`src/rtl/lstm_fx_pkg.sv`:
```
// Fixed-point constants and shared types for the LSTM gate datapath.
package lstm_fx_pkg;

    localparam int DATA_W    = 16;
    localparam int FRAC_BITS = 12;

    localparam logic [DATA_W-1:0] Q_MAX = 16'h7FFF;
    localparam logic [DATA_W-1:0] Q_MIN = 16'h8000;

    typedef enum logic [1:0] {
        IDLE  = 2'd0,
        ACCUM = 2'd1,
        OUT   = 2'd2
    } accum_state_t;

endpackage

```
`src/rtl/lstm_gate_accum_if.sv`:
```
// Product stream in, pre-activation result out, both valid/ready.
interface lstm_gate_accum_if;
    import lstm_fx_pkg::*;

    logic              in_valid;
    logic              in_ready;
    logic [DATA_W-1:0] in_prod;
    logic [DATA_W-1:0] in_bias;
    logic              out_valid;
    logic              out_ready;
    logic [DATA_W-1:0] out_data;
    logic              out_sat;

    modport slave (
        input  in_valid, in_prod, in_bias, out_ready,
        output in_ready, out_valid, out_data, out_sat
    );

    modport master (
        output in_valid, in_prod, in_bias, out_ready,
        input  in_ready, out_valid, out_data, out_sat
    );
endinterface

```
`src/rtl/fx_saturate.sv`:
```
// Clips a wide two's complement accumulator to 16-bit Q4.12 and flags the clip.
module fx_saturate
    import lstm_fx_pkg::*;
#(
    parameter int ACC_W = 24
) (
    input  logic [ACC_W-1:0]  din,
    output logic [DATA_W-1:0] dout,
    output logic              sat
);

    if (ACC_W <= DATA_W) begin : g_bad_width
        $error("fx_saturate: ACC_W must exceed DATA_W");
    end

    localparam logic [ACC_W-1:0] MAX_V = {{(ACC_W-DATA_W){1'b0}}, Q_MAX};
    localparam logic [ACC_W-1:0] MIN_V = {{(ACC_W-DATA_W){1'b1}}, Q_MIN};

    // Range compare against the Q4.12 limits
    always_comb begin
        dout = din[DATA_W-1:0];
        sat  = 1'b0;
        if ($signed(din) > $signed(MAX_V)) begin
            dout = Q_MAX;
            sat  = 1'b1;
        end else if ($signed(din) < $signed(MIN_V)) begin
            dout = Q_MIN;
            sat  = 1'b1;
        end
    end

endmodule

```
`src/rtl/lstm_gate_accum.sv`:
```
// Sums N_TERMS Q4.12 products plus a bias per vector and emits the
// saturated pre-activation value.
//
//   state | meaning
//   IDLE  | waiting for first beat (bias + product)
//   ACCUM | adding remaining products, gaps allowed
//   OUT   | result held on out_valid until out_ready
module lstm_gate_accum
    import lstm_fx_pkg::*;
#(
    parameter int N_TERMS = 8,
    parameter int ACC_W   = 24
) (
    input  logic              clk,
    input  logic              rst_n,
    lstm_gate_accum_if.slave  bus,
    output logic              busy
);

    localparam int CNT_W = $clog2(N_TERMS + 1);

    if (N_TERMS < 1) begin : g_bad_terms
        $error("lstm_gate_accum: N_TERMS must be >= 1");
    end
    if (ACC_W < DATA_W + CNT_W) begin : g_bad_acc
        $error("lstm_gate_accum: ACC_W too narrow for N_TERMS");
    end

    function automatic logic [ACC_W-1:0] sext(input logic [DATA_W-1:0] x);
        return {{(ACC_W-DATA_W){x[DATA_W-1]}}, x};
    endfunction

    accum_state_t      state_q, state_d;
    logic [ACC_W-1:0]  acc_q, acc_d;
    logic [CNT_W-1:0]  cnt_q, cnt_d;
    logic              load_out;
    logic              beat;
    logic              in_ready_int;
    logic [DATA_W-1:0] sat_data;
    logic              sat_flag;
    logic              out_valid_q;
    logic [DATA_W-1:0] out_data_q;
    logic              out_sat_q;

    assign in_ready_int = (state_q != OUT);
    assign beat         = bus.in_valid && in_ready_int;

    // The saturator looks at the next accumulator value so the result can be
    // registered on the same edge that enters OUT.
    fx_saturate #(.ACC_W(ACC_W)) u_sat (
        .din  (acc_d),
        .dout (sat_data),
        .sat  (sat_flag)
    );

    // Next-state, accumulator and counter update
    always_comb begin
        state_d  = state_q;
        acc_d    = acc_q;
        cnt_d    = cnt_q;
        load_out = 1'b0;
        case (state_q)
            IDLE: begin
                if (beat) begin
                    acc_d = sext(bus.in_bias) + sext(bus.in_prod);
                    cnt_d = CNT_W'(1);
                    if (N_TERMS == 1) begin
                        state_d  = OUT;
                        load_out = 1'b1;
                    end else begin
                        state_d = ACCUM;
                    end
                end
            end
            ACCUM: begin
                if (beat) begin
                    acc_d = acc_q + sext(bus.in_prod);
                    cnt_d = cnt_q + CNT_W'(1);
                    if (cnt_q == CNT_W'(N_TERMS - 1)) begin
                        state_d  = OUT;
                        load_out = 1'b1;
                    end
                end
            end
            OUT: begin
                if (bus.out_ready) begin
                    state_d = IDLE;
                    acc_d   = '0;
                    cnt_d   = '0;
                end
            end
            default: begin
                state_d = IDLE;
                acc_d   = '0;
                cnt_d   = '0;
            end
        endcase
    end

    // State, datapath and registered result
    always_ff @(posedge clk or negedge rst_n) begin
        if (!rst_n) begin
            state_q     <= IDLE;
            acc_q       <= '0;
            cnt_q       <= '0;
            out_valid_q <= 1'b0;
            out_data_q  <= '0;
            out_sat_q   <= 1'b0;
        end else begin
            state_q     <= state_d;
            acc_q       <= acc_d;
            cnt_q       <= cnt_d;
            out_valid_q <= (state_d == OUT);
            if (load_out) begin
                out_data_q <= sat_data;
                out_sat_q  <= sat_flag;
            end
        end
    end

    assign bus.in_ready  = in_ready_int;
    assign bus.out_valid = out_valid_q;
    assign bus.out_data  = out_data_q;
    assign bus.out_sat   = out_sat_q;
    assign busy          = (state_q != IDLE);

endmodule
```
`src/flat_wrapper.sv`:
```
// flat-port wrapper written by rule: the top's interface ports become plain ports
module lstm_gate_accum_flat import lstm_fx_pkg::*;
#(
    parameter int N_TERMS = 8,
    parameter int ACC_W   = 24
)
  (clk, rst_n, busy, bus_in_valid, bus_in_prod, bus_in_bias, bus_out_ready, bus_in_ready, bus_out_valid, bus_out_data, bus_out_sat);
  lstm_gate_accum_if bus_i ();
  input  logic clk;
  input  logic rst_n;
  output logic busy;
  input wire logic [$bits(bus_i.in_valid)-1:0] bus_in_valid;
  input wire logic [$bits(bus_i.in_prod)-1:0] bus_in_prod;
  input wire logic [$bits(bus_i.in_bias)-1:0] bus_in_bias;
  input wire logic [$bits(bus_i.out_ready)-1:0] bus_out_ready;
  output wire logic [$bits(bus_i.in_ready)-1:0] bus_in_ready;
  output wire logic [$bits(bus_i.out_valid)-1:0] bus_out_valid;
  output wire logic [$bits(bus_i.out_data)-1:0] bus_out_data;
  output wire logic [$bits(bus_i.out_sat)-1:0] bus_out_sat;
  assign bus_i.in_valid = bus_in_valid;
  assign bus_i.in_prod = bus_in_prod;
  assign bus_i.in_bias = bus_in_bias;
  assign bus_i.out_ready = bus_out_ready;
  assign bus_in_ready = bus_i.in_ready;
  assign bus_out_valid = bus_i.out_valid;
  assign bus_out_data = bus_i.out_data;
  assign bus_out_sat = bus_i.out_sat;
  lstm_gate_accum #(.N_TERMS(N_TERMS), .ACC_W(ACC_W)) u_core (.clk(clk), .rst_n(rst_n), .bus(bus_i), .busy(busy));
endmodule
```
`config.mk`:
```
export PLATFORM = sky130hd
export DESIGN_NAME = lstm_gate_accum_flat
export DESIGN_NICKNAME = d
export VERILOG_FILES = /design/src/rtl/lstm_fx_pkg.sv /design/src/rtl/lstm_gate_accum_if.sv /design/src/rtl/fx_saturate.sv /design/src/rtl/lstm_gate_accum.sv /design/src/flat_wrapper.sv
export SDC_FILE = /design/constraint.sdc
export NUM_CORES = 1
export LEC_CHECK = 0
export BUFFER_PORTS_ARGS = -buffer_cell sky130_fd_sc_hd__buf_2
export CORE_MARGIN = 2
export CORE_UTILIZATION = 50
export DETAILED_ROUTE_END_ITERATION = 12
export HOLD_SLACK_MARGIN = 0.1
export PLACE_DENSITY = 0.71
export SYNTH_ARGS = -nofsm -noshare
export SYNTH_HDL_FRONTEND = slang
export SYNTH_HIERARCHICAL = 1
export SYNTH_SLANG_ARGS = --single-unit
```
`constraint.sdc`:
```
create_clock -name clk -period 3.95 [get_ports clk]
set_input_delay 0.395 -clock clk [delete_from_list [all_inputs] [get_ports clk]]
set_output_delay 0.395 -clock clk [all_outputs]
set_load 0.02 [all_outputs]
```
==> out/metrics.cfg, run 1 <==
[sta]
clock.fmax_mhz=269
finalSetupTns_ns=0
hold_viol_final=0
final-setup-viol-count=0
relSlewSlack_pct=30.6
layout_setup_ws_ns=0.236
worst_pin_slew_ns=1.04
fin_crit_ns=3.71
finalMaxSlewViolations=0
fin_worst_skew_ns=0.0108
fin_crit_sh_pct=94.0

[worst_setup_path]
worstSetupPathType=in2reg
cp.arrival_ns=3.91
crit_path_end_kind=register
required_ns=4.15
critPathLaunchType=primary input
worst-path-max-fanout=16

[clock_network]
root_buffer=clkbuf_8
cts.clk_slew.worst_paths_ns=0.10
numCtsBuffers=5
cts_tree=built
h-tree-depth=2
cts.path.max_buffers=2
clkSinkCount=48
clock_latency_ns=0.31
hold_buffers=0

[die]
start_util_pct=51.8
ios=56
die_area_um2=9310
rows=33
die_w_um=96.5
die_height_um=96.5
core_area_um2=8260

[yosys]
ys.flop_type=dfrtp_1
synth_top_cell_area_share_pct=28.1
yosys-top-cells-area=dfrtp_1 28%, ha_1 12%, o21ai_0 6.0%
synthesis.area_um2=4280
syn_avg_cell_area_um2=8.73
synth_edf_count=0
yosysWarningCount=6
synth_cell_types=66
synth_cells=490
synth_nets=568
async_flop_share_pct=100
ys_ff_latch=48
synth.largest_area_cell=dfrtp_1
ys_seq_area_share_pct=28.1

[routing]
vias_per_cell=5.95
drc_errors=0
drt-initial-drc-count=274
wl_per_cell_um=16.1
route.vias.total=3931
ant_nets=0
dr.pass1.iters=5
drt_wl_total_mm=10.7

[power_and_ir_drop]
p_leak_nw=2.28
power_density_nw_per_um2=773
peakVddDrop_mv=0.417
p_total_mw=3.84

[global_routing]
grt_overflow_total=0
grt_max_degree=49
grt_pass1_vias=3632
met1_usage_pct=34.6
busiest_layer=met2
antenna_found_initial=0
use_met2_pct=36.2
grt_pass1_wl_mm=17.1
grtUsageTotal_pct=23.2
use_met3_pct=2.87

[hold_path]
min_path_type=in2async

[layout]
areaGrowthSynthToFinish_pct=16.1
diodes=0
fin_nets=633
regArea_um2=1200
mostFrequentLayoutCells=55 x buf_2, 48 x dfrtp_1, 46 x o21ai_0
multi_input_area_um2=2970
drive_above_1_share_pct=23.7
nFillCells=731
layout_commonest_cell=buf_2
layout.cells.non_filler=661

[place]
dp_hpwl_mm=8.15
io_buffers=55
place_ws_ns=-0.210
place_inst=651
place_congestion=0.859

[status]
status=complete, no violations

[run]
maxCapViolCount=0

-- worst paths after layout --
kind | from | end | slack, ns | cells past startpoint
worst min register to register | u_core/bus.out_sat | u_core/bus.out_sat | 0.51 | 1
worst min-delay path | rst_n | u_core/bus.out_data[7] | 0.26 | 1
worst max register to register | u_core/acc_q[3] | u_core/bus.out_data[3] | 0.24 | 15
worst max-delay path | bus_in_prod[0] | u_core/bus.out_sat | 0.24 | 20
max in group asynchronous | rst_n | u_core/acc_q[15] | 3.04 | 1
min in group clk | u_core/bus.out_sat | u_core/bus.out_sat | 0.51 | 1
-- final cells by class --
class                           count  share of cell area [%]
Inverter                           11                   0.831
Tap cell                          105                    2.65
Multi-Input combinational cell    410                    59.9
Sequential cell                    48                    24.2
Clock inverter                      3                    1.39
Timing Repair Buffer               79                    9.67
Clock buffer                        5                    1.39
-- state kept, by name, indices dropped and copies added, names as in the netlist --
signal                cells
u_core/cnt_q              4
u_core/bus.out_valid      1
u_core/state_q            2
u_core/bus.out_sat        1
u_core/acc_q             24
u_core/bus.out_data      16
-- through the flow --
stage	area [um^2]	hold WS, ns	utilization, %
after detailed placement	4770	0.491	57.8
after global routing	4970	0.349	60.1
after global placement	4770	0.487	57.8
final	4970	0.265	60.1
after CTS	4910	0.305	59.5
after floorplan	4280	0.0994	-
-- synthesized netlist by cell type (3+ instances only) --
| master | n |
|---|---|
| nand4_1 | 3 |
| and3_1 | 4 |
| buf_4 | 3 |
| mux2_2 | 18 |
| nor2b_1 | 7 |
| a21oi_1 | 37 |
| nand2_1 | 40 |
| o21bai_1 | 9 |
| o22ai_1 | 3 |
| inv_1 | 11 |
| mux2i_1 | 6 |
| ha_1 | 40 |
| xnor2_1 | 13 |
| xor2_1 | 15 |
| a21o_1 | 13 |
| a2bb2oi_1 | 15 |
| clkbuf_1 | 13 |
| a31oi_1 | 7 |
| nand3_1 | 21 |
| o21a_1 | 10 |
| nand2b_1 | 10 |
| a211oi_1 | 5 |
| nor3_1 | 6 |
| o21ai_0 | 51 |
| or2_2 | 3 |
| nor2_1 | 27 |
| dfrtp_1 | 48 |
-- repair_timing --
item | CTS | global route
buffers inserted | 0 | 2
pin swaps | 0 | 3
endpoints found under the hold margin | 0 | 0
setup endpoints to repair | 16 | 16
resized for setup | 3 | 11
-- logic make-up (layout without fill, tap and decap cells) --
| logic type | after synthesis | in the layout | synth area share [%] |
|---|---|---|---|
| AOI/OAI and AO/OA | 179 | 179 | 28.2 |
| and+or+nand+nor | 137 | 137 | 15.9 |
| buffers and inverters | 32 | 98 | 3.33 |
| xor gates and xnor gates | 28 | 28 | 5.73 |
| DFF | 48 | 48 | 28.1 |
| muxes | 24 | 24 | 6.14 |
| adders and majority gates | 42 | 42 | 12.6 |
-- routing by layer --
metal	wire length, um	share of wire, %
met5	0	0
met3	502	4.7
met1	5410	51
met2	4680	44
met4	75	0.70
-- where the power goes --
part	switching, mW	internal (mW)
Combinational	1.42	1.09
Sequential	0.180	0.725
Clock	0.174	0.255
Total	1.77	2.07
-- worst max-delay path, stage by stage --
cell and delay, ns:
buf_2 0.10, ha_1 0.21, inv_1 0.07, fa_1 0.18, and2b_1 0.20, o31a_2 0.30, o221a_2 0.23, nor2_1 0.19
o41ai_2 0.12, a31o_2 0.27, buf_4 0.14, nor2_2 0.21, a21oi_1 0.07, o21ai_0 0.18, buf_4 0.18, and4_1 0.23
buf_12 0.15, nand3_1 0.09, o21a_1 0.13, mux2_2 0.25
No activity file was read; power rests on OpenSTA's default activity.
==> run 2: changes to the inputs <==
RECOVER_POWER = 25   (was default)
==> run 2 against run 1 <==
Combinational power barely moved. Highest routed layer unchanged. Global-route usage stayed put. Core utilization about the same. Non-clock buffer count stayed put. Count of clock-buffer cells in the layout unchanged. Critical endpoint unchanged. Critical path depth unchanged. Via count hardly changed. Largest cell class unchanged. The run now ends with capacitance limit, slew limit left. Register-to-register slack about the same.
==> out/metrics.cfg, run 2 (synthesis results as in run 1) <==
[routing]
drt-initial-drc-count=274  ; unchanged
dr.pass1.iters=5  ; unchanged
drt_wl_total_mm=10.7  ; about the same
drc_errors=0  ; unchanged
route.vias.total=3929  ; was 3931
ant_nets=0  ; unchanged
vias_per_cell=5.94  ; was 5.95
wl_per_cell_um=16.1  ; about the same

[worst_setup_path]
cp_common_cell=buf_4  ; unchanged
critPathLaunchType=primary input  ; unchanged
worst-path-max-fanout=16  ; unchanged
max_stage_delay_ns=0.30  ; about the same
crit_slowest_cell=o31a_2  ; unchanged
cp-startpoint=bus_in_prod[0]  ; unchanged
worstSetupPathType=in2reg  ; unchanged
r2r-start=u_core/acc_q[3]  ; unchanged
crit_path_end_kind=register  ; unchanged
timing.critical_path.cells=buf_2 > ha_1 > inv_1 > fa_1 > and2b_1 > o31a_2 > o221a_2 > nor2_1 > o41ai_2 > a31o_2 > buf_4 > nor2_2 > a21oi_1 > o21ai_0 > buf_4 > and4_1 > buf_12 > nand3_1 > o21a_1 > mux2_2  ; unchanged
required_ns=4.15  ; about the same
cp.arrival_ns=3.91  ; about the same

[layout]
nFillCells=732  ; was 731
final_area_um2=4960  ; was 4970 um^2
multi_input_area_um2=2970  ; unchanged
drive_above_1_share_pct=23.6  ; was 23.7%
regArea_um2=1200  ; unchanged
diodes=0  ; unchanged
layout_commonest_cell=buf_2  ; unchanged
largest_reg_flops=24  ; unchanged
top_register=u_core/acc_q  ; unchanged
areaGrowthSynthToFinish_pct=16.0  ; was 16.1%
mostFrequentLayoutCells=54 x buf_2, 48 x dfrtp_1, 46 x o21ai_0  ; was 55 x buf_2, 48 x dfrtp_1, 46 x o21ai_0
fin_nets=633  ; unchanged

[die]
core_area_um2=8260  ; unchanged
die_w_um=96.5  ; unchanged
ios=56  ; unchanged
die_height_um=96.5  ; unchanged
die_area_um2=9310  ; unchanged
start_util_pct=51.8  ; unchanged
rows=33  ; unchanged

[global_routing]
antenna_found_initial=0  ; unchanged
grtUsageTotal_pct=23.2  ; unchanged
grt_pass1_wl_mm=17.1  ; unchanged
grt_max_degree=49  ; unchanged
grt_overflow_total=0  ; unchanged
grt_pass1_vias=3632  ; unchanged

[sta]
relSlewSlack_pct=-66.7  ; was 30.6%
fin_crit_ns=3.71  ; about the same
final-setup-viol-count=0  ; unchanged
fin_crit_sh_pct=94.0  ; about the same
holdWs_ns=0.512  ; was 0.265 ns
hold_viol_final=0  ; unchanged
finalMaxSlewViolations=49  ; was 0
worst_pin_slew_ns=2.50  ; was 1.04 ns
clock.fmax_mhz=269  ; about the same
fin_worst_skew_ns=0.0108  ; about the same

[clock_network]
cts.path.max_buffers=2  ; unchanged
cts.clk_slew.worst_paths_ns=0.09  ; was 0.10 ns
numCtsBuffers=5  ; unchanged
cts_tree=built  ; unchanged
root_buffer=clkbuf_8  ; unchanged
h-tree-depth=2  ; unchanged
clock_latency_ns=0.31  ; about the same
hold_buffers=0  ; unchanged
clkSinkCount=48  ; unchanged

[power_and_ir_drop]
p_total_mw=3.84  ; about the same
peakVddDrop_mv=0.417  ; about the same
p_leak_nw=2.28  ; about the same
power_density_nw_per_um2=773  ; about the same

[place]
io_buffers=55  ; unchanged
dpl_cell_area_um2=4770  ; unchanged
dp_hpwl_mm=8.15  ; unchanged
place_congestion=0.859  ; unchanged

[status]
violations=capacitance limit, slew limit
status=finished, violations left  ; was complete, no violations

[run]
maxCapViolCount=1  ; was 0

[hold_path]
hp-start=u_core/bus.out_sat
min_path_type=reg2reg  ; was in2async

[run 2: changes by cell type in the layout (fill, tap and decap cells not counted)]
cell | previous run | this run
buf_2 | 55 | 54
clkbuf_1 | 0 | 1
[run 2: stage by stage]
step                worst slack (ns)  setup TNS, ns  cells  util, %
floorplan                      0.219              0    490        -
global placement              -0.177          -1.73    651     57.8
detailed placement            -0.210          -2.93    651     57.8
CTS                           0.0225              0    659     59.5
global route                -0.00669       -0.00669    661     60.1
finish                         0.235              0    661     60.1
[run 2: per-layer routing]
layer | vias up | part of all wire (%) | global-route usage (%)
met1 | 1863 | 51 | 34.6
li1 | 1958 | - | -
met2 | 102 | 44 | 36.2
met5 | - | 0 | 0
met3 | 6 | 4.7 | 2.87
met4 | 0 | 0.70 | 4.46
[run 2: path summary, 6_finish.rpt]
path / depth (start not counted) / end / slack [ns]
max in group asynchronous: 1 / u_core/acc_q[15] / 1.68
max reg2reg: 15 / u_core/bus.out_data[3] / 0.24
min in group asynchronous: 1 / u_core/bus.out_data[7] / 0.85
min: 1 / u_core/bus.out_sat / 0.51
max: 20 / u_core/bus.out_sat / 0.24
min reg2reg: 1 / u_core/bus.out_sat / 0.51
[run 2: layout make-up]
| type | instances | area share (%) |
|---|---|---|
| clock buffer | 5 | 1.39 |
| clock inverter | 3 | 1.39 |
| tap | 105 | 2.65 |
| inverter | 11 | 0.832 |
| timing repair buffer | 79 | 9.65 |
| multi-input combinational | 410 | 59.9 |
| sequential | 48 | 24.2 |
[run 2: where the power goes]
group / leakage [nW] / switching [mW] / internal, mW
sequential: 0.587 / 0.179 / 0.725
combinational: 1.63 / 1.42 / 1.09
clock: 0.0687 / 0.174 / 0.255
[run 2: critical path: cells and delay by family]
| kind | cells | cell delay [ns] |
|---|---|---|
| and+or+nand+nor | 5 | 0.92 |
| muxes | 1 | 0.25 |
| buffers and inverters | 5 | 0.64 |
| adders and majority gates | 2 | 0.39 |
| AOI/OAI and AO/OA | 7 | 1.30 |
[run 2: what timing repair did]
| action | in CTS | in global routing |
|---|---|---|
| endpoints found under the setup margin | 16 | 16 |
| setup buffers | 0 | 2 |
| resized for setup | 3 | 11 |
| gates cloned | 0 | 0 |
| pin swaps | 0 | 3 |
==> run 3: changes to the inputs <==
MAX_ROUTING_LAYER = met4   (was default)
==> run 3 against run 2 <==
Sequential power grew 0.9%. Highest routed layer unchanged. The run still ends with capacitance limit, slew limit left. Critical path type unchanged. First-iteration DRC count shrank 18%. Combinational power is essentially flat. Count of clock-buffer cells in the layout grew 1. Routed wire length grew 1.6%. Final cell count shrank 0.15%. Die area is the same. Largest cell class unchanged. Non-clock buffer count shrank 1.
==> out/metrics.cfg, run 3 (synthesis results as in run 1) <==
[die]
start_util_pct=51.8  ; unchanged
core_area_um2=8260  ; unchanged
die_height_um=96.5  ; unchanged
rows=33  ; unchanged
ios=56  ; unchanged
die_area_um2=9310  ; unchanged
die_w_um=96.5  ; unchanged

[worst_setup_path]
cp.arrival_ns=3.91  ; about the same
cp_common_cell=buf_4  ; unchanged
worstSetupPathType=in2reg  ; unchanged
r2r-start=u_core/acc_q[8]  ; was u_core/acc_q[3]
cp_num_buf_inv=5  ; unchanged
timing.critical_path.cells=buf_2 > ha_1 > inv_1 > fa_1 > and2b_1 > o31a_2 > o221a_2 > nor2_1 > o41ai_2 > a31o_2 > buf_4 > nor2_2 > a21oi_1 > o21ai_0 > buf_4 > and4_1 > buf_12 > nand3_1 > o21a_1 > mux2_2  ; unchanged
required_ns=4.13  ; was 4.15 ns
worst-path-max-fanout=16  ; unchanged
crit_path_end_kind=register  ; unchanged
ff2ff_setup_slack_ns=0.24  ; about the same
crit_slowest_cell=o31a_2  ; unchanged
path_delay_family=compound AO/OA/AOI/OAI gates  ; unchanged
critPathLaunchType=primary input  ; unchanged
max_stage_delay_ns=0.30  ; about the same
cp-startpoint=bus_in_prod[0]  ; unchanged

[layout]
diodes=0  ; unchanged
fin_nets=632  ; was 633
drive_above_1_share_pct=23.2  ; was 23.6%
final_area_um2=4940  ; was 4960 um^2
layout.cells.non_filler=660  ; was 661
areaGrowthSynthToFinish_pct=15.5  ; was 16.0%
nFillCells=752  ; was 732
mostFrequentLayoutCells=54 x buf_2, 48 x dfrtp_1, 46 x o21ai_0  ; unchanged
layout_commonest_cell=buf_2  ; unchanged
top_register=u_core/acc_q  ; unchanged
largest_reg_flops=24  ; unchanged

[sta]
fin_crit_sh_pct=94.4  ; was 94.0%
finalMaxSlewViolations=49  ; unchanged
relSlewSlack_pct=-69.7  ; was -66.7%
fin_crit_ns=3.73  ; was 3.71 ns
holdWs_ns=0.514  ; was 0.512 ns
final-setup-viol-count=0  ; unchanged
worst_pin_slew_ns=2.55  ; was 2.50 ns
finalSetupTns_ns=0  ; unchanged
clock.fmax_mhz=268  ; was 269 MHz
hold_viol_final=0  ; unchanged
fin_worst_skew_ns=0.00772  ; was 0.0108 ns

[clock_network]
clock_latency_ns=0.30  ; was 0.31 ns
root_buffer=clkbuf_8  ; unchanged
cts.clk_slew.worst_paths_ns=0.09  ; about the same
cts.path.max_buffers=2  ; unchanged
h-tree-depth=2  ; unchanged
cts_tree=built  ; unchanged
hold_buffers=0  ; unchanged
numCtsBuffers=5  ; unchanged
clkSinkCount=48  ; unchanged

[routing]
drt-initial-drc-count=224  ; was 274
wl_per_cell_um=16.4  ; was 16.1 um
ant_nets=0  ; unchanged
drc_errors=0  ; unchanged
drt_wl_total_mm=10.8  ; was 10.7 mm
vias_per_cell=5.97  ; was 5.94
dr.pass1.iters=5  ; unchanged
route.vias.total=3942  ; was 3929

[place]
place_inst=651  ; unchanged
dp_hpwl_mm=8.35  ; was 8.15 mm
io_buffers=55  ; unchanged
dpl_cell_area_um2=4770  ; unchanged
place_congestion=0.876  ; was 0.859

[hold_path]
hp-start=u_core/bus.out_data[10]  ; was u_core/bus.out_sat
min_path_type=reg2reg  ; unchanged

[global_routing]
grt_pass1_vias=3599  ; was 3632
grt_pass1_wl_mm=17.3  ; was 17.1 mm
grt_overflow_total=0  ; unchanged
grtUsageTotal_pct=24.4  ; was 23.2%
antenna_found_initial=0  ; unchanged
grt_max_degree=49  ; unchanged

[power_and_ir_drop]
power_density_nw_per_um2=766  ; was 773 nW/um^2
peakVddDrop_mv=0.411  ; was 0.417 mV
p_leak_nw=2.27  ; was 2.28 nW

[status]
status=finished, violations left  ; unchanged
violations=capacitance limit, slew limit  ; unchanged

[run]
maxCapViolCount=1  ; unchanged

==> run 3: routing by layer <==
layer | track usage [%] | part of all wire [%] | up-vias
met5 | - | 0 | -
met4 | 5.75 | 0.93 | 0
met3 | 2.95 | 5.8 | 10
met2 | 36.4 | 43 | 121
met1 | 35.7 | 50 | 1852
li1 | - | - | 1959
==> run 3: area by class of cell <==
type | count | area, um^2 | area share [%]
clock buffers | 6 | 72.6 | 1.47
clock inverters | 2 | 35.0 | 0.709
inverters | 11 | 41.3 | 0.835
multi-input cells | 410 | 2990 | 60.4
flip-flops and latches | 48 | 1200 | 24.3
well taps | 105 | 131 | 2.66
repair buffers | 78 | 475 | 9.62
==> run 3: worst reg2reg max path, cell delays in order (launching register included) <==
cell	delay [ns]
dfrtp_1	0.41
ha_1	0.33
a21o_1	0.20
a21o_1	0.18
a21oi_1	0.23
o31ai_4	0.13
a21bo_2	0.24
a2111oi_4	0.28
nor3_1	0.11
xor2_1	0.17
a221o_1	0.36
nor4_2	0.27
nand2_1	0.09
buf_6	0.16
a2bb2oi_1	0.14
mux2_2	0.29
==> run 3: what timing repair did <==
| item | 4_1_cts | 5_1_grt |
|---|---|---|
| endpoints found under the setup margin | 1 | 16 |
| resized for setup | 1 | 15 |
| pin swaps | 0 | 3 |
| hold endpoints to repair | 0 | 0 |
| buffers inserted | 0 | 1 |
==> run 3: metrics by stage <==
stage | total power, mW | setup slack [ns] | utilization (%)
floorplan | 2.66 | 0.219 | -
global placement | 3.25 | -0.173 | 57.8
detailed placement | 3.32 | -0.193 | 57.8
CTS | 3.69 | 0.0151 | 59.1
global route | 4.09 | -0.00273 | 59.9
finish | 3.79 | 0.221 | 59.9
==> run 3: worst paths after layout <==
check                      cells past startpoint                      end
setup reg to reg                              15   u_core/bus.out_data[9]
setup / recovery                              20       u_core/bus.out_sat
min in group asynchronous                      1  u_core/bus.out_data[10]
hold reg to reg                                1  u_core/bus.out_data[10]
hold / removal                                 1  u_core/bus.out_data[10]
max in group asynchronous                      1          u_core/acc_q[1]
==> run 3: power breakdown <==
group          internal (mW)  leakage (nW)  switching, mW  total (mW)
logic                   1.08          1.63           1.44        2.52
clock network          0.188        0.0552          0.164       0.352
registers              0.725         0.587          0.187       0.913
total                   2.00          2.27           1.79        3.79
